File: src/rtl/spi_slave_frame.sv
// ----------------------------------------------------------------------------
// Module : spi_slave_frame
// Desc   : SPI mode-0 slave, clk-oversampled, MSB-first WIDTH-bit frames.
// Rev    : 1.0
// ----------------------------------------------------------------------------
`default_nettype none

module spi_slave_frame #(
  parameter int WIDTH       = 64,
  parameter int SYNC_STAGES = 2
) (
  input  logic             clk,
  input  logic             reset,
  input  logic             sclk,
  input  logic             cs_n,
  input  logic             mosi,
  output logic             miso,
  output logic             miso_oe,
  input  logic [WIDTH-1:0] tx_data,
  output logic [WIDTH-1:0] rx_data,
  output logic             rx_valid_pulse,
  output logic             frame_err
);

  localparam int c_cnt_w = $clog2(WIDTH + 2);
  localparam logic [c_cnt_w-1:0] c_cnt_full = c_cnt_w'(WIDTH);
  localparam logic [c_cnt_w-1:0] c_cnt_max  = c_cnt_w'(WIDTH + 1);
  localparam logic [c_cnt_w-1:0] c_cnt_one  = c_cnt_w'(1);

  typedef enum logic [1:0] {
    S_IDLE   = 2'd0,
    S_ACTIVE = 2'd1,
    S_END    = 2'd2
  } state_t;

  state_t r_state, w_next_state;

  logic [SYNC_STAGES-1:0] r_sclk_sync, r_cs_sync, r_mosi_sync, r_fresh;
  logic                   r_sclk_hist, r_cs_hist, r_armed, r_fall_pending;

  logic [WIDTH-1:0]   r_tx_shift, r_rx_shift, r_rx_data;
  logic [c_cnt_w-1:0] r_bit_cnt;
  logic               r_miso, r_miso_oe, r_rx_valid_pulse, r_frame_err;

  logic w_sclk_s, w_cs_s, w_mosi_s;
  logic w_sclk_rise, w_sclk_fall, w_cs_rise, w_cs_fall;
  logic w_load, w_rx_en, w_tx_en, w_done_ok, w_done_err;

  // r_fresh marks synchroniser outputs that come from real post-reset samples;
  // cs_n must be seen high that way before a falling edge can start a frame.
  always_ff @(posedge clk or negedge reset) begin
    if (!reset) begin
      r_sclk_sync <= '0;
      r_cs_sync   <= '1;
      r_mosi_sync <= '0;
      r_fresh     <= '0;
      r_sclk_hist <= 1'b0;
      r_cs_hist   <= 1'b1;
      r_armed     <= 1'b0;
    end else begin
      r_sclk_sync <= {r_sclk_sync[SYNC_STAGES-2:0], sclk};
      r_cs_sync   <= {r_cs_sync[SYNC_STAGES-2:0], cs_n};
      r_mosi_sync <= {r_mosi_sync[SYNC_STAGES-2:0], mosi};
      r_fresh     <= {r_fresh[SYNC_STAGES-2:0], 1'b1};
      r_sclk_hist <= w_sclk_s;
      r_cs_hist   <= w_cs_s;
      r_armed     <= r_armed | (r_fresh[SYNC_STAGES-1] & w_cs_s);
    end
  end

  assign w_sclk_s    = r_sclk_sync[SYNC_STAGES-1];
  assign w_cs_s      = r_cs_sync[SYNC_STAGES-1];
  assign w_mosi_s    = r_mosi_sync[SYNC_STAGES-1];
  assign w_sclk_rise = w_sclk_s & ~r_sclk_hist;
  assign w_sclk_fall = ~w_sclk_s & r_sclk_hist;
  assign w_cs_rise   = w_cs_s & ~r_cs_hist;
  assign w_cs_fall   = ~w_cs_s & r_cs_hist & r_armed;

  always_ff @(posedge clk or negedge reset) begin
    if (!reset) r_state <= S_IDLE;
    else        r_state <= w_next_state;
  end

  always_comb begin
    w_next_state = r_state;
    w_load       = 1'b0;
    w_rx_en      = 1'b0;
    w_tx_en      = 1'b0;
    w_done_ok    = 1'b0;
    w_done_err   = 1'b0;
    case (r_state)
      S_IDLE: begin
        if (w_cs_fall || r_fall_pending) begin
          w_load       = 1'b1;
          w_next_state = S_ACTIVE;
        end
      end
      S_ACTIVE: begin
        if (w_cs_rise) begin
          w_next_state = S_END;
        end else begin
          w_rx_en = w_sclk_rise;
          w_tx_en = w_sclk_fall;
        end
      end
      S_END: begin
        w_next_state = S_IDLE;
        if (r_bit_cnt == c_cnt_full) w_done_ok  = 1'b1;
        else                         w_done_err = 1'b1;
      end
      default: w_next_state = S_IDLE;
    endcase
  end

  always_ff @(posedge clk or negedge reset) begin
    if (!reset) begin
      r_tx_shift       <= '0;
      r_rx_shift       <= '0;
      r_rx_data        <= '0;
      r_bit_cnt        <= '0;
      r_miso           <= 1'b0;
      r_miso_oe        <= 1'b0;
      r_rx_valid_pulse <= 1'b0;
      r_frame_err      <= 1'b0;
      r_fall_pending   <= 1'b0;
    end else begin
      r_rx_valid_pulse <= w_done_ok;
      r_frame_err      <= w_done_err;
      // A new frame starting during the single END cycle is replayed in IDLE.
      r_fall_pending   <= (r_state == S_END) & w_cs_fall;
      if (w_load) begin
        r_tx_shift <= tx_data;
        r_rx_shift <= '0;
        r_bit_cnt  <= '0;
        r_miso_oe  <= 1'b1;
        r_miso     <= tx_data[WIDTH-1];
      end
      if (w_rx_en) begin
        r_rx_shift <= {r_rx_shift[WIDTH-2:0], w_mosi_s};
        if (r_bit_cnt != c_cnt_max) r_bit_cnt <= r_bit_cnt + c_cnt_one;
      end
      if (w_tx_en) begin
        r_tx_shift <= {r_tx_shift[WIDTH-2:0], 1'b0};
        r_miso     <= r_tx_shift[WIDTH-2];
      end
      if (w_done_ok) r_rx_data <= r_rx_shift;
      if (w_done_ok || w_done_err) begin
        r_miso_oe <= 1'b0;
        r_miso    <= 1'b0;
      end
    end
  end

  assign miso           = r_miso;
  assign miso_oe        = r_miso_oe;
  assign rx_data        = r_rx_data;
  assign rx_valid_pulse = r_rx_valid_pulse;
  assign frame_err      = r_frame_err;

endmodule

`default_nettype wire

File: config.mk
export PLATFORM = sky130hd
export DESIGN_NAME = spi_slave_frame
export DESIGN_NICKNAME = d
export VERILOG_FILES = /design/src/rtl/spi_slave_frame.sv
export SDC_FILE = /design/constraint.sdc
export NUM_CORES = 1
export LEC_CHECK = 0
export CORE_MARGIN = 5
export CORE_UTILIZATION = 50
export DETAILED_ROUTE_END_ITERATION = 6
export PLACE_DENSITY = 0.76
export SYNTH_ARGS = -nofsm -noshare
export SYNTH_HDL_FRONTEND = slang
export SYNTH_SLANG_ARGS = --single-unit
File: constraint.sdc
create_clock -name clk -period 5.4 [get_ports clk]
set_clock_uncertainty 0.05 [all_clocks]
set_input_delay 1.62 -clock clk [delete_from_list [all_inputs] [get_ports clk]]
set_output_delay 1.62 -clock clk [all_outputs]
set_load 0.005 [all_outputs]
==> results.toml <==
[outcome]
status = "complete, no violations"

[yosys]
ys_seq_area_share_pct = 57.23
syn-cell-area_sq_um = 9452
synth_cell_type_count = 42
syn_avg_cell_area_sq_um = 10.28
synthTopCellsByArea = "dfrtp_1, nand2_1, mux2_2"
yosysWarnings = 0
synth_ff_type = "dfrtp_1"
postSynth.asyncResetShare_pct = 100.0
synthCells = 919
synth_top_cell_area_share_pct = 56.39
synth_edf_count = 0
syn-num-nets = 991
synth_seq_cells = 216
yosysTopAreaCell = "dfrtp_1"

[place]
routabilityCongestion = 0.7605
pre_cts_slack_ns = 2.590
io_buffers = 136
hpwl_um = 12910

[routing]
drt_wl_total_um = 22270
vias_per_cell = 5.819
drc = 0
drt-pass1-iter-count = 5
vias = 7378
wl_per_cell_um = 17.57
drt-initial-drc-count = 490
detail-route-antenna-nets = 0

[die]
fp.dieH_um = 147.5
die-area_sq_um = 21750
ios = 137
row_count = 50
die_w_um = 147.5
core_area_sq_um = 18640
start_util_pct = 50.70

[timing]
final_hold_viol_count = 0
setup_violations = 0
tns_ns = 0
fin_crit_sh_pct = 57.11
fin_crit_ns = 3.084
relSlewSlack_pct = 23.70
setup_ws_ns = 2.316
rsz0062_at_grt = "false"
worst_pin_slew_ns = 1.141
maxSlewViolCount = 0
fmaxAchievable_mhz = 324.2

[hold_path]
min_path_type = "flip-flop to flip-flop"
hold-path-cell-count = 0

[final_layout]
final_common_cell = "dfrtp_1"
num-nets-final = 1090
layout_common_cells = "dfrtp_1, nand2_1, clkdlybuf4s50_1"
syn_to_final_growth_pct = 23.91
final_core_util_pct = 62.82
antennaDiodeCount = 0
final_layout_size_suffix_gt1_share_pct = 12.48

[critical_path]
critical-path-top-delay-family = "buffers and inverters"
cp_slowest_cell = "clkdlybuf4s50_1"
critPathBufInv = 1
crit_chain = "clkdlybuf4s50_1"
cp_max_fo = 2
max_stage_delay_ns = 0.52
path_class = "flip-flop to output pin"
worstPathArrival_ns = 1.41
crit_required_ns = 3.73
startpoint_type = "flip-flop"
cp-end-kind = "output pin"
worst-path-stages = 1
reg2reg_depth = 5

[clock_network]
cts_resized = 0
clk_pin_slew_ns = 0.06
cts_tree = "yes"
cts.sinks = 216
cts_hold_buf = 0
clockBufferDepth = 3
numCtsBuffers = 23
post_cts_buffers = 0
ctsRootBufferMaster = "clkbuf_16"
insertion_delay_ns = 0.51
cts.htree.levels = 1

[global_routing]
grt_pass1_vias = 7276
grtUsageTotal_pct = 20.34
antenna_found_initial = 1
grt_remaining_overflow = 0
grt_pass1_wl_um = 37450
grt_max_degree = 118

[power]
power_density_nw_per_um2 = 391.2
p_leak_nw = 5.727
irDropWorstVdd_v = 0.0002622

[job]
maxCapViolations = 0
per-stage QoR:
stage,instances,hold slack (ns),instance area (sq um),power [mW]
after floorplan,919,0.2812,9452,2.690
after global placement,1227,0.2813,10930,2.946
after detailed placement,1227,0.2856,10930,2.990
after CTS,1268,0.3000,11710,4.626
after global routing,1268,0.3106,11710,4.835
final,1268,0.2988,11710,4.582
synthesized netlist by cell type (2+ instances only):
master	instances
dfrtp_1	213
nand2_1	199
nor2_1	69
nand3_1	67
a31oi_1	64
mux2_2	64
and3_1	63
a221oi_1	62
clkbuf_1	51
buf_2	15
buf_1	4
buf_6	4
dfstp_2	3
ha_1	3
inv_1	3
a21oi_1	2
mux2i_1	2
nand2b_1	2
nand4_1	2
nand4b_1	2
nor4_1	2
o21ai_0	2
xnor2_1	2
area by class of cell:
type	count	area, sq um
Tap cell	234	292.8
Fill cell	1536	6932
Clock buffer	29	628.1
Timing Repair Buffer	148	1469
Inverter	3	11.26
Sequential cell	216	5409
Clock inverter	12	153.9
Multi-Input combinational cell	626	3747
worst paths after layout:
path                                start             end  slack, ns
setup / recovery              rx_data[35]     rx_data[35]       2.32
hold / removal             r_sclk_sync[0]  r_sclk_sync[1]       0.30
setup reg to reg               r_state[1]    r_bit_cnt[2]       2.73
hold reg to reg            r_sclk_sync[0]  r_sclk_sync[1]       0.30
max in group asynchronous           reset  r_tx_shift[58]       3.18
min in group asynchronous           reset  r_tx_shift[32]       1.14
registers in the layout, summed over array words and instances, names as in the netlist:
register        cells
r_rx_shift         64
rx_data            64
r_tx_shift         63
r_bit_cnt           7
r_cs_sync           2
r_fresh             2
r_mosi_sync         2
r_sclk_sync         2
r_state             2
frame_err           1
miso                1
miso_oe             1
r_armed             1
r_cs_hist           1
r_fall_pending      1
r_sclk_hist         1
rx_valid_pulse      1
cells by family (layout without fill, tap and decap cells):
logic type | count (synthesis) | after routing | share of synthesized area [%]
multiplexers | 66 | 66 | 7.837
adder cells (fa/ha/maj) | 3 | 3 | 0.3972
buffers and inverters | 77 | 192 | 3.574
flip-flops | 216 | 216 | 57.23
AO/OA/AOI/OAI | 137 | 137 | 10.79
other | 1 | 1 | 0.03968
XOR/XNOR | 2 | 2 | 0.1854
AND/OR/NAND/NOR | 417 | 417 | 19.95
routing by layer:
layer	vias to the layer above	track usage, %	wire, um
met5	-	0	13
met4	2	4.427	464
met3	31	4.261	1348
met2	220	32.93	10760
met1	3661	28.63	9684
li1	3464	-	-
report_power, final:
part	total [mW]	leakage, nW	switching (mW)	internal, mW
clock	1.62	0.392	0.644	0.974
combinational	0.851	2.57	0.465	0.386
sequential	2.11	2.76	0.226	1.89
Power figures use the tool's default switching activity.
